===== src/rtl/usb_data_tx.sv =====
// usb_data_tx: assembles a USB DATA packet (PID byte, payload, CRC16 low/high) onto a valid/ready byte stream
// Ports: clk, reset (async, active-high); send_data/pid/zero_len start a packet;
// in_data/in_valid/in_last/in_ready carry payload in; tx_data/tx_valid/tx_ready carry packet bytes out;
// busy/done/len_err/byte_count report packet status.
module usb_data_tx #(
    parameter int MAX_LEN = 1023,
    parameter int CNT_W   = 11
) (
    input  logic             clk,
    input  logic             reset,
    input  logic             send_data,
    input  logic [3:0]       pid,
    input  logic             zero_len,
    input  logic [7:0]       in_data,
    input  logic             in_valid,
    input  logic             in_last,
    output logic             in_ready,
    output logic [7:0]       tx_data,
    output logic             tx_valid,
    input  logic             tx_ready,
    output logic             busy,
    output logic             done,
    output logic             len_err,
    output logic [CNT_W-1:0] byte_count
);
    localparam logic [2:0] IDLE  = 3'd0;
    localparam logic [2:0] PID   = 3'd1;
    localparam logic [2:0] DATA  = 3'd2;
    localparam logic [2:0] CRC1  = 3'd3;
    localparam logic [2:0] CRC2  = 3'd4;
    localparam logic [2:0] DRAIN = 3'd5;
    logic [2:0]       state;
    logic [3:0]       pid_q;
    logic             zero_q;
    logic [15:0]      crc;
    logic             free;
    logic             acc;
    logic             at_max;
    logic [CNT_W-1:0] cnt_nx;
    // reflected CRC16 (0xA001), one byte LSB-first per call
    function automatic logic [15:0] crc_byte(input logic [15:0] c, input logic [7:0] d);
        logic [15:0] r;
        r = c;
        for (int i = 0; i < 8; i++) r = (r >> 1) ^ ((r[0] ^ d[i]) ? 16'hA001 : 16'h0000);
        return r;
    endfunction
    // holder may take a new byte when empty or being drained this cycle
    assign free     = !tx_valid || tx_ready;
    assign in_ready = (state == DATA) && free;
    assign acc      = in_valid && in_ready;
    assign cnt_nx   = byte_count + 1'b1;
    assign at_max   = cnt_nx == CNT_W'(MAX_LEN);
    always_ff @(posedge clk or posedge reset) begin
        if (reset) begin
            state      <= IDLE;
            pid_q      <= '0;
            zero_q     <= 1'b0;
            crc        <= 16'hFFFF;
            tx_data    <= '0;
            tx_valid   <= 1'b0;
            busy       <= 1'b0;
            done       <= 1'b0;
            len_err    <= 1'b0;
            byte_count <= '0;
        end else begin
            done <= 1'b0;
            if (tx_ready) tx_valid <= 1'b0;
            case (state)
                IDLE: if (send_data) begin
                    pid_q      <= pid;
                    zero_q     <= zero_len;
                    crc        <= 16'hFFFF;
                    byte_count <= '0;
                    len_err    <= 1'b0;
                    busy       <= 1'b1;
                    state      <= PID;
                end
                PID: if (free) begin
                    tx_data  <= {~pid_q, pid_q};
                    tx_valid <= 1'b1;
                    state    <= zero_q ? CRC1 : DATA;
                end
                DATA: if (acc) begin
                    tx_data    <= in_data;
                    tx_valid   <= 1'b1;
                    crc        <= crc_byte(crc, in_data);
                    byte_count <= cnt_nx;
                    if (in_last || at_max) state <= CRC1;
                    if (!in_last && at_max) len_err <= 1'b1;
                end
                CRC1: if (free) begin
                    tx_data  <= ~crc[7:0];
                    tx_valid <= 1'b1;
                    state    <= CRC2;
                end
                CRC2: if (free) begin
                    tx_data  <= ~crc[15:8];
                    tx_valid <= 1'b1;
                    state    <= DRAIN;
                end
                DRAIN: if (tx_ready) begin
                    tx_valid <= 1'b0;
                    done     <= 1'b1;
                    busy     <= 1'b0;
                    state    <= IDLE;
                end
                default: begin
                    state      <= IDLE;
                    crc        <= 16'hFFFF;
                    tx_data    <= '0;
                    tx_valid   <= 1'b0;
                    busy       <= 1'b0;
                    len_err    <= 1'b0;
                    byte_count <= '0;
                end
            endcase
        end
    end
endmodule


===== config.mk =====
export PLATFORM = sky130hd
export DESIGN_NAME = usb_data_tx
export DESIGN_NICKNAME = d
export VERILOG_FILES = /design/src/rtl/usb_data_tx.sv
export SDC_FILE = /design/constraint.sdc
export NUM_CORES = 1
export LEC_CHECK = 0
export ABC_AREA = 0
export CORE_MARGIN = 8
export CORE_UTILIZATION = 58
export DETAILED_ROUTE_END_ITERATION = 12
export PLACE_DENSITY = 0.86
export SETUP_SLACK_MARGIN = 0.1
export SLEW_MARGIN = 0
export SYNTH_ARGS = -nofsm -noshare
export SYNTH_HDL_FRONTEND = slang
export SYNTH_SLANG_ARGS = --single-unit

===== constraint.sdc =====
create_clock -name clk -period 3.81 [get_ports clk]
set_input_delay 0.5715 -clock clk [delete_from_list [all_inputs] [get_ports clk]]
set_output_delay 0.5715 -clock clk [all_outputs]
set_load 0.05 [all_outputs]

Word level (Yosys, flattened, before mapping)
Index checks and enable logic that the tools add are counted.
Widths: inputs -> output; s select.
{"block": "classes", "add_sub_neg": 1, "n_mul": 0, "div_mod_pow": 0, "magnitude_cmp": 0, "eq_ne": 14, "shifts": 0, "muxes": 42, "bitwise": 22, "n_reduce_logical": 18}
{"operator": "$mux 16", "count": 10}
{"operator": "$xor 15x16->16", "count": 8}
{"operator": "$pmux 16 s3", "count": 1}
{"operator": "$pmux 8 s5", "count": 1}
{"operator": "$pmux 11 s3", "count": 1}
{"operator": "$mux 8", "count": 4}
{"operator": "$mux 11", "count": 2}
{"operator": "$mux 3", "count": 7}
{"operator": "$pmux 3 s6", "count": 1}
{"operator": "$not 8->8", "count": 2}
{"operator": "$mux 1", "count": 12}
{"operator": "$ne 2x2->1 const B", "count": 6}
{"operator": "$add 11x1->11 const B", "count": 1}
{"operator": "$eq 11x10->1 const B", "count": 1}
{"operator": "$reduce_or 4->1", "count": 2}
{"operator": "$xor 1x1->1", "count": 8}
{"operator": "$reduce_and 7->1", "count": 1}
{"operator": "$eq 3x2->1 const B", "count": 2}
{"operator": "$eq 3x3->1 const B", "count": 2}
{"operator": "$pmux 1 s3", "count": 2}
{"operator": "$reduce_and 3->1", "count": 2}
{"operator": "$reduce_and 5->1", "count": 1}
{"operator": "$ne 2x1->1 const B", "count": 2}
{"operator": "$not 4->4", "count": 1}
{"operator": "11 further kinds", "count": 17}
{"block": "totals", "ff_bits": 47, "latchBits": 0, "mem_bits_rw": 0, "rom_bits": 0, "out_inout_bits": 24, "n_memories": 0}

Depth between registers and ports, before layout
{"block": "logic_depth", "depth_word": 26, "ltp_mapped": 8}

Worst setup path after synthesis
Ideal clock, no wire load.
{"block": "synth_timing", "path_type": "register to output", "start": "register tx_valid", "end": "output port in_ready", "t_arrival_ns": 1.933, "required_time_ns": 3.239, "path_slack_ns": 1.305, "stages_incl_launch_ff": 3, "path_buffers": 0, "cell_sequence": "dfrtp_1 > nor2b_1 > nor3_1"}
{"block": "synth_between", "elab_chain_len": 3}
{"element": "start: declaration", "line_no": "19", "source": "output logic tx_valid,"}
{"element": "start signal: assignment", "line_no": "60", "source": "tx_valid <= 1'b0;"}
{"element": "start signal: assignment", "line_no": "67", "source": "if (tx_ready) tx_valid <= 1'b0;"}
{"element": "start signal: assignment", "line_no": "80", "source": "tx_valid <= 1'b1;"}
{"element": "$logic_not 1->1", "line_no": "48", "source": "assign free = !tx_valid || tx_ready;"}
{"element": "$logic_or 1x1->1", "line_no": "48"}
{"element": "$logic_and 1x1->1", "line_no": "49", "source": "assign in_ready = (state == DATA) && free;"}
{"element": "end: declaration", "line_no": "17", "source": "output logic in_ready,"}
Every way passes these cells.

Worst setup path in the final report
{"block": "layout_timing", "start": "register state[1]", "end": "output port in_ready"}
{"block": "layout_between", "elab_chain_len": 2}
{"element": "start: declaration", "line_no": "32", "source": "logic [2:0] state;"}
{"element": "start signal: assignment", "line_no": "81", "source": "state <= zero_q ? CRC1 : DATA;"}
{"element": "$eq 3x2->1", "line_no": "49"}
{"element": "$logic_and 1x1->1", "line_no": "49"}
Every way passes these cells.

==> results.toml <==
[status]
status = "finished clean"

[setup_path]
endpoint_kind = "primary output"
ff2ff_path_depth = 7
cp.required_ps = 3240
worstReg2RegStart = "state[1]$_DFFE_PP0P_"
critical_path.endpoint = "in_ready"
crit_type = "reg2out"
rr_endpoint = "byte_count[6]$_DFFE_PP0P_"
critPathMaxFanout = 18
cp.arrival_ps = 2450
crit_start = "state[1]$_DFFE_PP0P_"
reg2reg_slack_ps = 1420
critPathLaunchType = "flip-flop"

[routing]
drt_pass1_iterations = 4
wire_per_inst_um = 17.61
ant_nets = 0
drt_wl_total_um = 6200
vias = 2118
remaining_drc_errors = 0
viasPerCell = 6.017
first_iter_violations = 172

[grt]
grt_use_met3_pct = 4.980
overflow = 0
grt_pass1_vias = 2218
grt_use_total_pct = 18.30
grt_pass1_wl_um = 10810
grt.met1_usage_pct = 23.47
antenna_found_initial = 0
use_met2_pct = 29.47
top_usage_layer = "met2"
grt_max_degree = 35

[clock_tree]
cts_sinks = 47
worstSkewPairLatency_ps = 300
clk_path_buf_depth = 2
post_cts_buffers = 0
ctsResizeCount = 0
cts_hold_buf = 0
clk_pin_slew_ps = 80
cts_buffers = 5
cts_root_buffer = "clkbuf_8"
cts_tree = "built"
h-tree-depth = 2

[floorplan]
die_y_um = 83.56
die_area_um2 = 6982
row_count = 24
core_area_um2 = 4384
start_util_pct = 60.39
die-width_um = 83.56
io_pins = 43

[timing]
timing.setup.tns_ps = 0
clock.fmax_mhz = 331.3
final_max_slew_viol_count = 0
final.min_clock_period_ps = 3019
fin_crit_sh_pct = 79.23
worst_pin_slew_ps = 833.8
rsz0062_at_grt = "no"
fin_worst_skew_ps = 7.280
slew_headroom_pct = 44.42
hold_viol = 0
setup_viol = 0

[final_layout]
drive_gt1_share_pct = 13.67
regArea_um2 = 1196
n_fill_cell = 315
syn_to_final_growth_pct = 20.27
finish.instance_area_um2 = 3184
multi_input_area_um2 = 1348
fin_nets = 320
final_util_pct = 72.63
num_antenna_cells = 0

[logic_synthesis]
synth_commonest_cells = "dfrtp_1 (31), nor2_1 (21), xnor2_1 (18), nand2_1 (17)"
async_flop_share_pct = 100.0
ys_seq_elements = 47
synth_area_leaders = "dfrtp_1 (29%), dfstp_2 (16%), xnor2_1 (6.0%), o22a_1 (4.3%), a21oi_1 (3.0%)"
synth_flop_cell = "dfrtp_1"
yosysMostFrequentCell = "dfrtp_1"
synth_fp_nets = 280
syn_area_per_cell_um2 = 10.22
synthesis.area_um2 = 2648
synth_cell_types = 50
syn-instance-count = 259
synth_top_area_share_pct = 29.30
ys_seq_area_share_pct = 45.18
synth_edf_count = 0
yosysTopAreaCell = "dfrtp_1"
yosys_warnings = 0

[placed_design]
hpwlAfterDp_um = 4491
io_buffers = 42
place_area_um2 = 3104
gp_congestion = 0.8641

[power_and_ir_drop]
ir_drop_v = 0.0004681
power.density_nw_per_um2 = 805.0
p_leak_uw = 0.001236

[flow_run]
drv_cap = 0

[worst_hold_path]
hold_class = "reg2reg"
kinds of logic after synthesis:
| group | share of synthesized area (%) |
|---|---|
| compound gates | 20.70 |
| simple gates | 13.33 |
| flops | 45.18 |
| xor+xnor | 11.06 |
| buf+inv | 3.923 |
| mux | 4.868 |
| fa+ha+maj | 0.9450 |
through the flow:
step | std cells | power, uW | setup WS (ps) | hold WS, ps
2_1_floorplan | 259 | 1916 | 1305 | 466.2
3_3_place_gp | 344 | 2230 | 968.5 | 476.3
3_5_place_dp | 344 | 2277 | 936.4 | 480.0
4_1_cts | 352 | 2571 | 801.4 | 498.6
5_1_grt | 352 | 2732 | 661.5 | 512.4
6_report | 352 | 2563 | 791.5 | 496.1
placed cells by master (no fill, tap or decap), drive strengths merged, types with 3 or more instances in the layout:
cell type	count
clkdlybuf4s50	42
dfrtp	31
nor2	21
xnor2	20
nand2	17
a21oi	16
dfstp	16
o21ai	15
o22a	13
xor2	9
o21a	9
inv	8
clkbuf	8
mux2	7
nand3	7
o221ai	6
nand2b	5
mux2i	5
buf	5
nor3	4
o211ai	3
o22ai	3
worst min path at each step:
| stage | from | end | slack (ps) | cells past startpoint |
|---|---|---|---|---|
| floorplan | crc[3]$_DFFE_PP1P_ | crc[3]$_DFFE_PP1P_ | 470 | 2 |
| global placement | tx_data[7]$_DFFE_PP0P_ | tx_data[7]$_DFFE_PP0P_ | 480 | 1 |
| detailed placement | tx_data[0]$_DFFE_PP0P_ | tx_data[0]$_DFFE_PP0P_ | 480 | 1 |
| CTS | tx_data[0]$_DFFE_PP0P_ | tx_data[0]$_DFFE_PP0P_ | 500 | 1 |
| global route | tx_data[0]$_DFFE_PP0P_ | tx_data[0]$_DFFE_PP0P_ | 510 | 1 |
| finish | tx_data[0]$_DFFE_PP0P_ | tx_data[0]$_DFFE_PP0P_ | 500 | 1 |
flip-flops by register name, summed over array words and instances (netlist names):
register    flops
crc            16
byte_count     11
tx_data         8
pid_q           4
state           3
busy            1
done            1
len_err         1
tx_valid        1
zero_q          1
routing by layer:
metal / wire length [um] / vias up
li1: - / 1006
met1: 2779 / 1043
met5: 0 / -
met2: 3025 / 61
met3: 326 / 8
met4: 70 / 0
power breakdown:
part | leakage [uW] | switching, uW | internal, uW
clock network | 0.0000395 | 158 | 131
logic | 0.000635 | 765 | 612
registers | 0.000561 | 202 | 695
total | 0.00124 | 1130 | 1440
critical path, stage by stage, from the launching register on:
cell,delay (ps)
dfrtp_1,790
nand2_1,230
nor3_1,260
clkdlybuf4s50_1,860
layout make-up:
type	count	area share (%)
Sequential cell	47	37.56
Clock buffer	8	2.515
Inverter	10	1.179
Multi-Input combinational cell	188	42.32
Tap cell	52	2.043
Timing Repair Buffer	47	14.38
Note: power is estimated with default switching activity, not from simulation.
